File: config.mk
export PLATFORM = sky130hd
export DESIGN_NAME = arbiter_rr
export DESIGN_NICKNAME = d
export VERILOG_FILES = /design/src/rtl/arbiter_rr.sv
export SDC_FILE = /design/constraint.sdc
export NUM_CORES = 1
export LEC_CHECK = 0
export CORE_MARGIN = 3
export CORE_UTILIZATION = 40
export CTS_CLUSTER_DIAMETER = 120
export CTS_CLUSTER_SIZE = 40
export DETAILED_ROUTE_END_ITERATION = 8
export GPL_ROUTABILITY_DRIVEN = 1
export PLACE_DENSITY = 0.62
export SLEW_MARGIN = 5
export SYNTH_ARGS = -nofsm -noshare
export SYNTH_HDL_FRONTEND = slang
export SYNTH_SLANG_ARGS = --single-unit
File: constraint.sdc
create_clock -name clk -period 1.7 [get_ports clk]
set_input_delay 0.255 -clock clk [delete_from_list [all_inputs] [get_ports clk]]
set_output_delay 0.255 -clock clk [all_outputs]
set_load 0.02 [all_outputs]
File: src/rtl/arbiter_rr.sv
// Round-robin request/grant arbiter with a registered one-hot grant and a
// bounded hold limit that forces rotation while other requesters are waiting.
module arbiter_rr #(
  parameter int N        = 2,
  parameter int MAX_HOLD = 4
) (
  input  logic         clk,
  input  logic         rst,
  input  logic [N-1:0] request,
  output logic [N-1:0] grant,
  output logic         preempt
);

  localparam int IW = (N > 1) ? $clog2(N) : 1;
  localparam int HW = (MAX_HOLD > 0) ? $clog2(MAX_HOLD + 1) : 1;
  localparam logic [HW-1:0] HOLD_LIMIT = HW'(MAX_HOLD);
  // With preemption disabled the counter simply saturates at all-ones.
  localparam logic [HW-1:0] HOLD_SAT = (MAX_HOLD == 0) ? {HW{1'b1}} : HW'(MAX_HOLD);

  typedef enum logic {IDLE, GRANT} state_t;

  state_t          state, state_n;
  logic [IW-1:0]   g, g_n;
  logic [IW-1:0]   ptr, ptr_n;
  logic [HW-1:0]   hold_cnt, hold_n;
  logic [N-1:0]    grant_n;
  logic            preempt_n;

  function automatic logic [IW-1:0] inc_mod(input logic [IW-1:0] v);
    return (int'(v) == N - 1) ? '0 : IW'(int'(v) + 1);
  endfunction

  // Returns {found, index} of the first set bit scanning p, p+1, ... wrapping.
  function automatic logic [IW:0] next_from(input logic [N-1:0] req,
                                            input logic [IW-1:0] p);
    logic [IW:0] res;
    int          idx;
    res = '0;
    for (int k = 0; k < N; k++) begin
      idx = (int'(p) + k) % N;
      if (!res[IW] && req[idx]) begin
        res = {1'b1, IW'(idx)};
      end
    end
    return res;
  endfunction

  logic [IW:0] sel;
  logic        others;

  always_comb begin
    state_n   = state;
    g_n       = g;
    ptr_n     = ptr;
    hold_n    = hold_cnt;
    grant_n   = grant;
    preempt_n = 1'b0;
    sel       = '0;
    others    = (request & ~(N'(1) << g)) != '0;

    case (state)
      IDLE: begin
        grant_n = '0;
        if (request != '0) begin
          sel     = next_from(request, ptr);
          g_n     = sel[IW-1:0];
          grant_n = N'(1) << sel[IW-1:0];
          ptr_n   = inc_mod(sel[IW-1:0]);
          hold_n  = HW'(1);
          state_n = GRANT;
        end
      end
      GRANT: begin
        if (!request[g]) begin
          // Owner released: hand off at this same edge, no idle gap.
          sel = next_from(request, inc_mod(g));
          if (sel[IW]) begin
            g_n     = sel[IW-1:0];
            grant_n = N'(1) << sel[IW-1:0];
            ptr_n   = inc_mod(sel[IW-1:0]);
            hold_n  = HW'(1);
          end else begin
            grant_n = '0;
            state_n = IDLE;
          end
        end else if (others && (MAX_HOLD != 0) && (hold_cnt == HOLD_LIMIT)) begin
          sel       = next_from(request, inc_mod(g));
          g_n       = sel[IW-1:0];
          grant_n   = N'(1) << sel[IW-1:0];
          ptr_n     = inc_mod(sel[IW-1:0]);
          hold_n    = HW'(1);
          preempt_n = 1'b1;
        end else if (hold_cnt != HOLD_SAT) begin
          hold_n = hold_cnt + HW'(1);
        end
      end
      default: begin
        state_n = IDLE;
        grant_n = '0;
      end
    endcase
  end

  always_ff @(posedge clk or posedge rst) begin
    if (rst) begin
      state    <= IDLE;
      g        <= '0;
      ptr      <= '0;
      hold_cnt <= '0;
      grant    <= '0;
      preempt  <= 1'b0;
    end else begin
      state    <= state_n;
      g        <= g_n;
      ptr      <= ptr_n;
      hold_cnt <= hold_n;
      grant    <= grant_n;
      preempt  <= preempt_n;
    end
  end

endmodule

Word-level counts from Yosys, hierarchy flattened
Index checks and enable logic that the tools add are counted.
Storage, ports and cells
  flip-flop bits (word level): 9
  input bits: 4
  output and inout bits: 3
  word-level logic and storage cells: 107
Cells by class
  add/sub/neg operators: 7
  $lt $le $gt $ge: 5
  equality and inequality tests: 6
  shifts and indexed selects: 4
  muxes and demuxes: 63
  bitwise operators: 5
  reductions and logical operators: 11
Operator list (number)
  $mux 1: 37
  $mux 2: 16
  $mux 3: 5
  $shl 1x1->2 const A: 4
  $add 1x1->1 const B: 6
  $lt 1x2->1 const B: 3
  $lt 2x3->1 const B: 2
  $pmux 1 s2: 3
  $pmux 3 s2: 1
  $reduce_and 3->1: 2
  $logic_and 1x1->1: 4
  $ne 4x2->1 const B: 1
  $pmux 2 s2: 1
  $reduce_bool 2->1: 2
  $add 3x1->3 const B: 1
  $eq 3x3->1 const B: 1
  $logic_not 1->1: 3
  $ne 3x1->1 const B: 1
  $ne 3x2->1 const B: 1
  $ne 3x3->1 const B: 1
  $and 1x1->1 const A: 2
  $and 2x2->2: 1
  $ne 2x2->1 const B: 1
  $not 2->2: 1
  $not 1->1: 1

Depth between registers and ports, before layout
Gate-level depths: netlist of run 1.
  depth in word-level cells: 19
  gate-level depth with buffers: 6

Least setup slack after synthesis of run 1
OpenSTA, ideal clock, no wires.
  kind: reg-to-reg
  start point: register hold_cnt[0]
  end point: register hold_cnt[0]
  arrival: 1.420 ns
  required time: 1.574 ns
  path slack: 0.154 ns
  cell stages (with the launch flop): 7
  path through: dfrtp_1 inv_1 ha_1 buf_2 a21boi_1 a211oi_1 o32a_1
On the way
  word-level cells in the longest chain between the ends: 5
  elaborated cells on any way between the ends: 10
RTL lines
  from (decl): line 25  | logic [HW-1:0] hold_cnt, hold_n;
  from (signal assigned): line 116  | hold_cnt <= hold_n;
  $add 3x1->3 / $eq 3x3->1 (equally long branches): line 94, 86
  $mux 3 / $logic_and 1x1->1 (equally long branches): line 93, 86
  $mux 3: line 86  | end else if (others && (MAX_HOLD != 0) && (hold_cnt == HOLD_LIMIT)) begin
  $mux 3: line 74  | if (!request[g]) begin
  $pmux 3 s2: line 61  | case (state)
Several ways; a longest one is shown, not always the timed one. The select of a mux whose other input is x is not followed.
A chain may end at the register's enable or synchronous reset.

Final worst setup path of run 1
  start point: register hold_cnt[1]
  end point: register hold_cnt[0]
On the way
  word-level cells in the longest chain between the ends: 5
  elaborated cells on any way between the ends: 8
RTL lines (line)
  $eq 3x3->1: 86
  $logic_and 1x1->1: 86
  $mux 3: 86
  $mux 3: 74
  $pmux 3 s2: 61
Several ways; a longest one is shown, not always the timed one.

==> summary.txt, run 1 <==
Floorplanning
  – Row count: 13
  – Chip width: 45.51 um
  – I/O pins: 7
  – Starting Density: between 40 and 50%
  – Core ar.: 0.001383 mm2
  – Die H: 45.51 um
  – Die area: 0.002071 mm2

Yosys
  – Number of enable flip-flop cells after synthesis: 0
  – Syn_nets: 73
  – Synth top area cells: dfrtp_1 (36%), a32o_1 (6.4%), buf_2 (4.8%)
  – Synth async-reset ratio: 100.0%
  – Share of the synthesized area in the top cell type: 36.07%
  – Post-synthesis cell count: 67
  – Synthesized flop and latch total: 9
  – Distinct cells, synth: 34
  – Post-synthesis sequential area ratio: 36.07%
  – Synth area leader: dfrtp_1
  – Syn Area/Cell: just over 9 um2
  – Warnings from Yosys: 0
  – Mapped Area: 624.3 um2
  – Ys flop type: dfrtp_1

Drt
  – DR iter-0 viols: 17
  – Routed wire per std cell: 14.75 um
  – # DRC: 0
  – DR pass1 iterations: 4
  – Antenna-violating nets left: 0
  – Final WL: 1372 um
  – Via count: 565
  – Via density: 6.075

Global routing
  – First-pass GRT wire length: around 2500 um
  – Largest net degree at the start of global routing: 14
  – Global route overflow: 0
  – Antenna violations before repair: 0
  – Vias in the first global route: 541
  – Total track usage: between 10% and 20%

STA
  – Period utilisation layout: between 90 and 100%
  – Worst rel slew slack: 72.49%
  – TNS Setup: 0 ps
  – Tmin final: roughly 1600 ps
  – Final hold viol count: 0
  – Final Max Slew Viols: 0
  – Fmax: 0.6289 GHz
  – Worst-margin pin slew: 412.7 ps
  – Worst clock skew: 2.436 ps
  – Setup violators final: 0
  – Unrepaired setup endpoints after global routing: no

Pwr
  – P_leak: around 0.33 nW
  – Int Power: around 530 uW
  – Clk pwr share: between 10% and 20%
  – Sequential share of power: 40.9%
  – Peak supply drop: about 0.92 mV
  – Sw frac: between 30% and 40%
  – Pwr dens: 1139 mW/mm2
  – Psw: 338.5 uW
  – Combinational power share: 39.5%

Layout
  – P&R area growth vs syn: 21.64%
  – Share of cells above drive strength 1: 19.23%
  – Diodes inserted: 0
  – Post-route insts no fill: 93
  – Sequential Area: 225.2 um2
  – Nets: 85
  – Multi-input logic area: 349.1 um2
  – Fillcell total: 124

Clock tree
  – Clock Latency Late Sink: 260 ps
  – Max clock buf depth: 2
  – # H-tree levels: 1
  – CTS Sinks: 9
  – TritonCTS Buffers: 3
  – Postcts setup bufs: 0
  – CTS tree: done
  – Worst-path clk slew: 70 ps
  – Clk Tree Root Cell: clkbuf_4

Critical path
  – Reg2reg setup slack: 110 ps
  – CP Data Arrival Time: 1740 ps
  – Startpoint class of the critical path: flop
  – CP max FO: 11
  – Worst Path Required: 1850 ps
  – CP Capture Type: flop
  – Crit path kind: reg -> reg

Placement
  – Placed wire-length estimate: 978.2 um
  – GPL Wtd Cong: 0.8130
  – Placed Instances: 89
  – IO Port Bufs: 6

Run
  – Max Cap Violations: 0

Min path
  – Hold Crit Class: in -> async

Outcome
  – Run status: complete, no violations
[power groups by stage]
stage / clock network (mW) / logic [mW] / registers, mW
final: 0.170 / 0.342 / 0.354
after global routing: 0.184 / 0.379 / 0.370
after CTS: 0.173 / 0.336 / 0.351
after detailed placement: 0 / 0.332 / 0.356
after global placement: 0 / 0.336 / 0.355
after floorplan: 0 / 0.269 / 0.319
[state kept, by name (all words and copies together) (netlist names)]
signal	count
g	1
ptr	1
hold_cnt	3
state	1
preempt	1
grant	2
[per-stage QoR]
step                      util [%]  worst slack [ps]  instance area (um2)  total power, mW  hold WS [ps]
after floorplan                  -             153.9                624.3           0.5879         82.92
after global placement       52.76            -47.57                729.5           0.6907         509.5
after detailed placement     52.76            -80.35                729.5           0.6875         515.3
after CTS                    54.75             17.09                757.0           0.8610         253.8
after global routing         54.93             40.30                759.5           0.9329         276.9
final                        54.93             109.9                759.5           0.8650         252.3
[synthesized netlist by cell type, types with 2 or more instances]
master    n
nand2_1   2
a211oi_1  3
nand3_1   3
dfrtp_1   9
buf_2     6
nor2b_1   2
a31oi_1   3
and3_1    2
inv_1     5
ha_1      2
o21ai_1   2
a21oi_1   3
a32o_1    4
[worst max-delay path, stage by stage, from the launching register on]
cell	delay [ps]
dfrtp_1	370
inv_1	60
ha_2	240
a21bo_2	270
o221a_1	250
o32a_1	280
[layout make-up]
cell class                 instances  area share, %
timing repair buffer              14          15.82
multi-input combinational         46          45.96
inverter                           5          2.471
sequential                         9          29.65
tap                               15          2.471
clock buffer                       3          2.965
clock inverter                     1         0.6590
[path summary, 6_finish.rpt]
kind	startpoint	to	cells past startpoint
worst max register to register	hold_cnt[1]	hold_cnt[0]	5
worst max-delay path	hold_cnt[1]	hold_cnt[0]	5
max in group asynchronous	rst	state	2
worst min-delay path	rst	grant[0]	2
worst min register to register	grant[1]	grant[1]	1
min in group clk	grant[1]	grant[1]	1
[kinds of logic after synthesis]
family / count (synthesis) / share of synthesized area [%]
AO/OA/AOI/OAI: 27 / 33.47
buffers and inverters: 12 / 8.417
adder cells (fa/ha/maj): 2 / 4.007
flip-flops: 9 / 36.07
multiplexers: 1 / 1.603
AND/OR/NAND/NOR: 16 / 16.43
[layout by cell type (no fill, tap or decap), types with 2 or more instances in the layout]
master           instances
dfrtp_1                  9
buf_4                    8
clkdlybuf4s50_1          6
inv_1                    5
a32o_1                   4
a31oi_1                  3
a21oi_1                  3
nand3_1                  3
a211oi_1                 3
clkbuf_4                 3
nand2_1                  2
o21ai_1                  2
nor2b_1                  2
and3_1                   2
[per-layer routing]
layer	global-route usage (%)	vias to the layer above	share of wire [%]
met4	7.018	0	0
met1	22.98	276	50
li1	-	279	-
met2	24.51	10	44
met5	0	-	0
met3	3.953	0	5.2
[repair_timing]
action	CTS	global route
hold buffers	0	0
gates resized for setup	0	1
setup endpoints to repair	0	4
(Power assumes the default switching activity.)
==> run 2, diff against run 1 <==
--- a/config.mk
+++ b/config.mk
@@ -5,6 +5,7 @@
 export SDC_FILE = /design/constraint.sdc
 export NUM_CORES = 1
 export LEC_CHECK = 0
+export CAP_MARGIN = 10
 export CORE_MARGIN = 3
 export CORE_UTILIZATION = 40
 export CTS_CLUSTER_DIAMETER = 120
==> results of run 2 <==
Same layout as run 1: the final DEF is identical, and so are final timing and power.
==> run 3, diff against run 2 <==
--- a/config.mk
+++ b/config.mk
@@ -11,7 +11,6 @@
 export CTS_CLUSTER_DIAMETER = 120
 export CTS_CLUSTER_SIZE = 40
 export DETAILED_ROUTE_END_ITERATION = 8
-export GPL_ROUTABILITY_DRIVEN = 1
 export PLACE_DENSITY = 0.62
 export SLEW_MARGIN = 5
 export SYNTH_ARGS = -nofsm -noshare
==> results of run 3 <==
Same layout as run 1: the final DEF is identical, and so are final timing and power.
